==> src/rtl/tx_frame_reader_pkg.sv <==
// tx_frame_reader_pkg
//   Shared types and constants for the egress frame reader.
//   - tx_rd_state_e : reader FSM states
//   - C_HDR_BYTES   : length-prefix size in bytes (big-endian)
//   - C_ETH_MAX_LEN : default largest accepted payload length
package tx_frame_reader_pkg;

  typedef enum logic [2:0] {
    S_HDR_HI  = 3'd0,
    S_HDR_LO  = 3'd1,
    S_PAYLOAD = 3'd2,
    S_DISCARD = 3'd3,
    S_GAP     = 3'd4
  } tx_rd_state_e;

  localparam int C_HDR_BYTES   = 2;
  localparam int C_ETH_MAX_LEN = 1518;

endpackage

==> src/rtl/ifg_counter.sv <==
// ifg_counter
//   Loadable down-counter with a done flag, used to time idle gaps
//   between egress frames.
//   Ports:
//     clk_i      : clock
//     rstn_i     : synchronous active-low reset (count cleared)
//     load_i     : load load_val_i into the counter (wins over en_i)
//     load_val_i : value to load
//     en_i       : decrement while the count is nonzero
//     done_o     : count is zero
module ifg_counter
  import tx_frame_reader_pkg::*;
#(
  parameter int P_WIDTH = 4
) (
  input  logic               clk_i,
  input  logic               rstn_i,
  input  logic               load_i,
  input  logic [P_WIDTH-1:0] load_val_i,
  input  logic               en_i,
  output logic               done_o
);

  localparam logic [P_WIDTH-1:0] C_ONE = P_WIDTH'(1);

  logic [P_WIDTH-1:0] cnt_q;
  logic [P_WIDTH-1:0] cnt_d;

  // Saturates at zero so an enable held past the end never wraps.
  always_comb begin
    cnt_d = cnt_q;
    if (load_i) begin
      cnt_d = load_val_i;
    end else if (en_i && (cnt_q != '0)) begin
      cnt_d = cnt_q - C_ONE;
    end
  end

  always_ff @(posedge clk_i) begin
    if (!rstn_i) begin
      cnt_q <= '0;
    end else begin
      cnt_q <= cnt_d;
    end
  end

  assign done_o = (cnt_q == '0);

endmodule

==> src/rtl/tx_frame_reader.sv <==
// tx_frame_reader
//   Egress framing stage fed by a first-word-fall-through byte FIFO.
//   Pops a 2-byte big-endian length header, forwards the payload as a
//   valid/ready/last byte stream, then idles for P_IFG cycles. Headers
//   with length 0 or above P_MAX_LEN are drained and flagged, never sent.
//   Optional statistics counters: define TX_FRAME_READER_STATS_EN.
//   Ports:
//     clk_i, rstn_i      : clock, synchronous active-low reset
//     fifo_data_i        : FIFO head byte (valid when fifo_empty_i low)
//     fifo_empty_i       : FIFO empty flag
//     fifo_rd_o          : pop request
//     tx_data_o          : payload byte
//     tx_valid_o         : tx_data_o valid
//     tx_ready_i         : downstream accepts the byte
//     tx_last_o          : final byte of the frame
//     busy_o             : reader is not waiting for a new header
//     len_err_o          : one-cycle pulse after a bad frame is drained
//     frame_cnt_o        : forwarded frames       (stats build only)
//     byte_cnt_o         : forwarded payload bytes (stats build only)
//     drop_cnt_o         : dropped bad frames     (stats build only)
module tx_frame_reader
  import tx_frame_reader_pkg::*;
#(
  parameter int P_LEN_WIDTH = 16,
  parameter int P_MAX_LEN   = C_ETH_MAX_LEN,
  parameter int P_IFG       = 12
) (
  input  logic       clk_i,
  input  logic       rstn_i,
  input  logic [7:0] fifo_data_i,
  input  logic       fifo_empty_i,
  output logic       fifo_rd_o,
  output logic [7:0] tx_data_o,
  output logic       tx_valid_o,
  input  logic       tx_ready_i,
  output logic       tx_last_o,
  output logic       busy_o,
  output logic       len_err_o
`ifdef TX_FRAME_READER_STATS_EN
  ,
  output logic [31:0] frame_cnt_o,
  output logic [31:0] byte_cnt_o,
  output logic [31:0] drop_cnt_o
`endif
);

  localparam int                     C_HDR_WIDTH = C_HDR_BYTES * 8;
  localparam logic [P_LEN_WIDTH-1:0] C_MAX_LEN   = P_LEN_WIDTH'(P_MAX_LEN);
  localparam logic [P_LEN_WIDTH-1:0] C_ONE       = P_LEN_WIDTH'(1);
  localparam int                     C_GAP_WIDTH = (P_IFG > 1) ? $clog2(P_IFG) : 1;
  localparam logic [C_GAP_WIDTH-1:0] C_GAP_LOAD  = C_GAP_WIDTH'((P_IFG > 0) ? P_IFG - 1 : 0);

  tx_rd_state_e           state_q, state_d;
  logic [P_LEN_WIDTH-1:0] len_q, len_d;
  logic [P_LEN_WIDTH-1:0] remaining_q, remaining_d;
  logic                   len_err_q, len_err_d;
  logic [P_LEN_WIDTH-1:0] hdr_len;
  logic                   gap_load;
  logic                   gap_en;
  logic                   gap_done;
  logic                   handshake;

  // The gap timer is loaded with P_IFG-1 on entry to S_GAP and the FSM
  // leaves when it reads zero, giving exactly P_IFG idle cycles.
  ifg_counter #(
    .P_WIDTH (C_GAP_WIDTH)
  ) u_ifg_counter (
    .clk_i      (clk_i),
    .rstn_i     (rstn_i),
    .load_i     (gap_load),
    .load_val_i (C_GAP_LOAD),
    .en_i       (gap_en),
    .done_o     (gap_done)
  );

  assign handshake = tx_valid_o && tx_ready_i;

  // Next-state and output logic. Every pop is gated by !fifo_empty_i, so
  // an underrun simply stalls the current state with remaining held.
  always_comb begin
    state_d     = state_q;
    len_d       = len_q;
    remaining_d = remaining_q;
    len_err_d   = 1'b0;
    fifo_rd_o   = 1'b0;
    tx_valid_o  = 1'b0;
    tx_data_o   = 8'h00;
    tx_last_o   = 1'b0;
    gap_load    = 1'b0;
    gap_en      = 1'b0;

    // Full header length once the low byte sits at the FIFO head.
    hdr_len      = len_q;
    hdr_len[7:0] = fifo_data_i;

    case (state_q)
      S_HDR_HI: begin
        if (!fifo_empty_i) begin
          fifo_rd_o                    = 1'b1;
          len_d                        = '0;
          len_d[C_HDR_WIDTH-1 -: 8]    = fifo_data_i;
          state_d                      = S_HDR_LO;
        end
      end

      S_HDR_LO: begin
        if (!fifo_empty_i) begin
          fifo_rd_o = 1'b1;
          len_d     = hdr_len;
          if (hdr_len == '0) begin
            len_err_d = 1'b1;
            state_d   = S_HDR_HI;
          end else begin
            remaining_d = hdr_len;
            state_d     = (hdr_len > C_MAX_LEN) ? S_DISCARD : S_PAYLOAD;
          end
        end
      end

      // The FWFT head only changes on a pop, so data stays stable while
      // the downstream holds off.
      S_PAYLOAD: begin
        tx_valid_o = !fifo_empty_i;
        tx_data_o  = fifo_data_i;
        tx_last_o  = tx_valid_o && (remaining_q == C_ONE);
        fifo_rd_o  = handshake;
        if (handshake) begin
          remaining_d = remaining_q - C_ONE;
          if (remaining_q == C_ONE) begin
            if (P_IFG == 0) begin
              state_d = S_HDR_HI;
            end else begin
              gap_load = 1'b1;
              state_d  = S_GAP;
            end
          end
        end
      end

      // Oversized frames are drained byte by byte; the error pulse is
      // registered so it lands on the cycle after the final pop.
      S_DISCARD: begin
        if (!fifo_empty_i) begin
          fifo_rd_o   = 1'b1;
          remaining_d = remaining_q - C_ONE;
          if (remaining_q == C_ONE) begin
            len_err_d = 1'b1;
            state_d   = S_HDR_HI;
          end
        end
      end

      S_GAP: begin
        gap_en = 1'b1;
        if (gap_done) begin
          state_d = S_HDR_HI;
        end
      end

      default: begin
        state_d = S_HDR_HI;
      end
    endcase
  end

  // State and datapath registers; reset abandons any frame in flight.
  always_ff @(posedge clk_i) begin
    if (!rstn_i) begin
      state_q     <= S_HDR_HI;
      len_q       <= '0;
      remaining_q <= '0;
      len_err_q   <= 1'b0;
    end else begin
      state_q     <= state_d;
      len_q       <= len_d;
      remaining_q <= remaining_d;
      len_err_q   <= len_err_d;
    end
  end

  assign busy_o    = (state_q != S_HDR_HI);
  assign len_err_o = len_err_q;

`ifdef TX_FRAME_READER_STATS_EN
  logic [31:0] frame_cnt_q, frame_cnt_d;
  logic [31:0] byte_cnt_q,  byte_cnt_d;
  logic [31:0] drop_cnt_q,  drop_cnt_d;

  // Counters wrap naturally at 2^32. Drops are counted at the same edge
  // that raises len_err_o so both become visible together.
  always_comb begin
    frame_cnt_d = frame_cnt_q;
    byte_cnt_d  = byte_cnt_q;
    drop_cnt_d  = drop_cnt_q;
    if (handshake) begin
      byte_cnt_d = byte_cnt_q + 32'd1;
    end
    if (handshake && tx_last_o) begin
      frame_cnt_d = frame_cnt_q + 32'd1;
    end
    if (len_err_d) begin
      drop_cnt_d = drop_cnt_q + 32'd1;
    end
  end

  always_ff @(posedge clk_i) begin
    if (!rstn_i) begin
      frame_cnt_q <= '0;
      byte_cnt_q  <= '0;
      drop_cnt_q  <= '0;
    end else begin
      frame_cnt_q <= frame_cnt_d;
      byte_cnt_q  <= byte_cnt_d;
      drop_cnt_q  <= drop_cnt_d;
    end
  end

  assign frame_cnt_o = frame_cnt_q;
  assign byte_cnt_o  = byte_cnt_q;
  assign drop_cnt_o  = drop_cnt_q;
`else
  // Without statistics the reader carries no counter state at all.
`endif

endmodule
==> config.mk <==
export PLATFORM = sky130hd
export DESIGN_NAME = tx_frame_reader
export DESIGN_NICKNAME = d
export VERILOG_FILES = /design/src/rtl/tx_frame_reader_pkg.sv /design/src/rtl/ifg_counter.sv /design/src/rtl/tx_frame_reader.sv
export SDC_FILE = /design/constraint.sdc
export NUM_CORES = 1
export LEC_CHECK = 0
export ABC_AREA = 1
export ABC_CLOCK_PERIOD_IN_PS = 2560
export CAP_MARGIN = 20
export CORE_MARGIN = 3
export CORE_UTILIZATION = 40
export CTS_CLUSTER_SIZE = 28
export DETAILED_ROUTE_END_ITERATION = 12
export MAX_ROUTING_LAYER = met4
export PLACE_DENSITY = 0.61
export SLEW_MARGIN = 20
export SYNTH_ARGS = -nofsm -noshare
export SYNTH_HDL_FRONTEND = slang
export SYNTH_HIERARCHICAL = 1
export SYNTH_SLANG_ARGS = --single-unit
export TNS_END_PERCENT = 10
==> constraint.sdc <==
create_clock -name clk_i -period 2.56 [get_ports clk_i]
set_input_delay 0.384 -clock clk_i [delete_from_list [all_inputs] [get_ports clk_i]]
set_output_delay 0.384 -clock clk_i [all_outputs]
set_load 0.01 [all_outputs]
==> results.md, run 1 <==
* Static Leak at 1.29 nW
* Pre-antenna DRT Iters at 4
* Final setup TNS at 0 ps
* Antenna Nets Post-Route at 0
* Setup Viol. Count Final at 0
* FF+latch count, synth at 32
* Status: complete, no violations
* Tcrit/Tclk final at 0.927
* Flip-flop and latch area at 641 um^2
* Clock slew at reported path FFs at 70 ps
* Initial antenna violation count at 0
* Initial core utilization at 0.425
* Detailed-route DRC error count at 0
* Synth top area share at 0.288
* Reg-to-Reg End: u_ifg_counter/cnt_q[1]$_SDFFE_PN0P_
* R2R Setup Slk at 520 ps
* Hold worst-path end: len_q[14]$_SDFFE_PN0P_
* Seq/Total Area, Yosys at 0.288
* Vias per cell at 4.76
* Total track usage at 0.195
* Fmax at 421 MHz
* Worst r2r src: remaining_q[7]$_SDFFE_PN0P_
* Arrival @ worst endpoint at 1990 ps
* 1st-iter DRT viols at 138
* Die X at 80.6 um
* Clk buf depth at 2
* Layout area overhead at 17.5%
* CORE AREA at 5240 um^2
* RSZ-0062 raised after global routing: no
* First-pass GRT wire length at 9.74 mm
* # IOs at 25
* Detailed placer's ending HPWL at 4.24 mm
* Max_slew headroom at 0.652
* Root buffer cell: clkbuf_8
* Final Slew Violations at 0
* Minimum clock period at 2370 ps
* Reg2Reg Depth at 10
* Hold buffer count at cts at 0
* Hold Startpoint: len_q[14]$_SDFFE_PN0P_
* Startpoint Class: flip-flop
* Distinct cell type count after synthesis at 31
* Clk_lat worst skew at 290 ps
* Die area at 6490 um^2
* Max Cap Viol at 0
* Worst Path Max Fanout at 4
* Final core occ at 0.499
* Fillers at 568
* Via count at 2288
* Synth Instances at 385
* WL final at 5.69 mm
* Final count of hold timing violations at 0
* Worst vdd ir at 1.08 mV
* CTS sink count at 32
* Kind of critical path: reg2out
* Met1 wire length at 3.03 mm
* Worst setup margin at 187 ps
* Syn. warnings at 6
* Nets at 426
* Worst slew pin tran at 518 ps
* CTS tree: yes
* Total gr overflow at 0
* Area leader, netlist: dfxtp_1
* WL per Instance at 11.8 um
* Worst EP required at 2180 ps
* Largest net degree at the start of global routing at 33
* CTS H-tree lvls at 2
* Row count at 26
* DR WL met3 at 211 um
* Critical path endpoint category: output pin
* Die height at 80.6 um
* Synthesized area at 2220 um^2
* Final RePlAce weighted congestion at 0.925
* Layout cells sized above 1 at 0.0535
* Met2 WL at 2.38 mm
* Power Density at 1200 nW/um^2
* Synth area leaders: dfxtp_1 29%, nand2_1 17%, nor2_1 15%
* Highest Signal Layer: met4
* Number of global-route vias before repair at 2086
* Post-CTS resize count at 0
* Min-delay worst type: reg2reg
* Multi-input gate area at 1300 um^2
* Diode count at 0
* Skew final at 6.26 ps
* CTS Buf Count at 5
* Pre-CTS WS at 384 ps
* Setup bufs post-CTS at 0
* Hold Slack at 491 ps
* # port buffers at 24
* WHS Path Cells at 2
* Synthesized area per cell at 5.78 um^2
sequential cells by signal (all words and copies together) (netlist names):
signal / flops
u_ifg_counter/cnt_q: 4
len_err_o: 1
len_q: 8
remaining_q: 16
state_q: 3
how the worst max path moves through the flow:
stage	from	to	slack (ps)	cells after the start
2_1_floorplan	remaining_q[1]$_SDFFE_PN0P_	u_ifg_counter/cnt_q[2]$_SDFFE_PN0P_	880	11
3_3_place_gp	tx_ready_i	fifo_rd_o	420	4
3_5_place_dp	tx_ready_i	fifo_rd_o	380	4
4_1_cts	remaining_q[7]$_SDFFE_PN0P_	tx_last_o	160	6
5_1_grt	remaining_q[7]$_SDFFE_PN0P_	tx_last_o	70	6
6_report	remaining_q[7]$_SDFFE_PN0P_	tx_last_o	190	6
area by class of cell:
type | count | share of cell area
Clock buffer | 6 | 0.0278
Clock inverter | 1 | 0.00192
Inverter | 59 | 0.0852
Multi-Input combinational cell | 285 | 0.498
Sequential cell | 32 | 0.245
Tap cell | 70 | 0.0335
Timing Repair Buffer | 28 | 0.108
cell usage in the layout, fill, tap and decap left out, types with 2 or more instances in the layout:
cell             instances
clkinv_2                 2
conb_1                   4
a21oi_2                  2
inv_2                    3
buf_4                    3
a211oi_1                 8
nand3_2                  2
nand3_1                 27
clkbuf_8                 5
inv_1                   55
nand2_1                 98
nor3_1                   5
dfxtp_1                 32
xor2_1                   3
nand4_1                  6
nand2_4                  2
nor2_1                  88
clkdlybuf4s50_1         24
a21oi_1                 12
o21ai_0                 16
ha_1                     3
through the flow:
step	cell area (um^2)	power (W)	instances
6_report	2610	0.00312	481
3_3_place_gp	2530	0.00272	474
4_1_cts	2610	0.00313	481
2_1_floorplan	2230	0.00228	387
5_1_grt	2610	0.00347	481
3_5_place_dp	2530	0.00273	474
cell usage after synthesis:
library cell  count
nand4_1           6
nor2_4            1
or2_0             1
nor3_1            5
conb_1            2
a21oi_1          12
a22oi_1           1
nand2_2           1
ha_1              3
clkinv_2          1
buf_2             2
xor2_1            3
clkbuf_1          5
o22ai_1           1
nand3_1          27
dfxtp_1          32
nand2_4           2
buf_6             3
a21oi_2           2
nor2_1           88
a31oi_1           1
nand2_1          98
nor4_1            1
o21a_1            1
buf_1             1
nand3_2           2
a211oi_1          8
a311oi_1          1
o21ai_0          16
inv_2             3
inv_1            55
per-layer routing:
layer / GRT usage / vias to the layer above
li1: - / 1245
met4: 0.0422 / 0
met3: 0.0404 / 6
met1: 0.278 / 992
met2: 0.283 / 45
met5: - / -
logic make-up (layout without fill, tap and decap cells):
logic type,Yosys count,count (layout),synth area share
buffers and inverters,70,94,0.130
AO/OA/AOI/OAI,43,43,0.114
flip-flops,32,32,0.288
XOR/XNOR,3,3,0.0118
other,2,4,0.00338
adder cells (fa/ha/maj),3,3,0.0169
AND/OR/NAND/NOR,232,232,0.436
report_power, final:
group          switching (W)  leakage, nW  total [W]  internal (W)
combinational        0.00125        0.988    0.00192      0.000672
sequential          0.000141        0.263   0.000821      0.000680
clock               0.000196       0.0410   0.000381      0.000185
critical path: stages (launching register included):
cell and delay [ps]:
dfxtp_1 330, nor2_1 190, nand3_1 150, inv_1 100, nand3_1 190, nor3_1 180
clkdlybuf4s50_1 560
(Power assumes the default switching activity.)
==> inputs of run 2 (changes only) <==
--- a/config.mk
+++ b/config.mk
@@ -14,7 +14,7 @@
 export DETAILED_ROUTE_END_ITERATION = 12
 export MAX_ROUTING_LAYER = met4
 export PLACE_DENSITY = 0.61
-export SLEW_MARGIN = 20
+export SLEW_MARGIN = 10
 export SYNTH_ARGS = -nofsm -noshare
 export SYNTH_HDL_FRONTEND = slang
 export SYNTH_HIERARCHICAL = 1
==> results of run 2 <==
The final DEF is identical to that of run 1; final timing and power are the same.
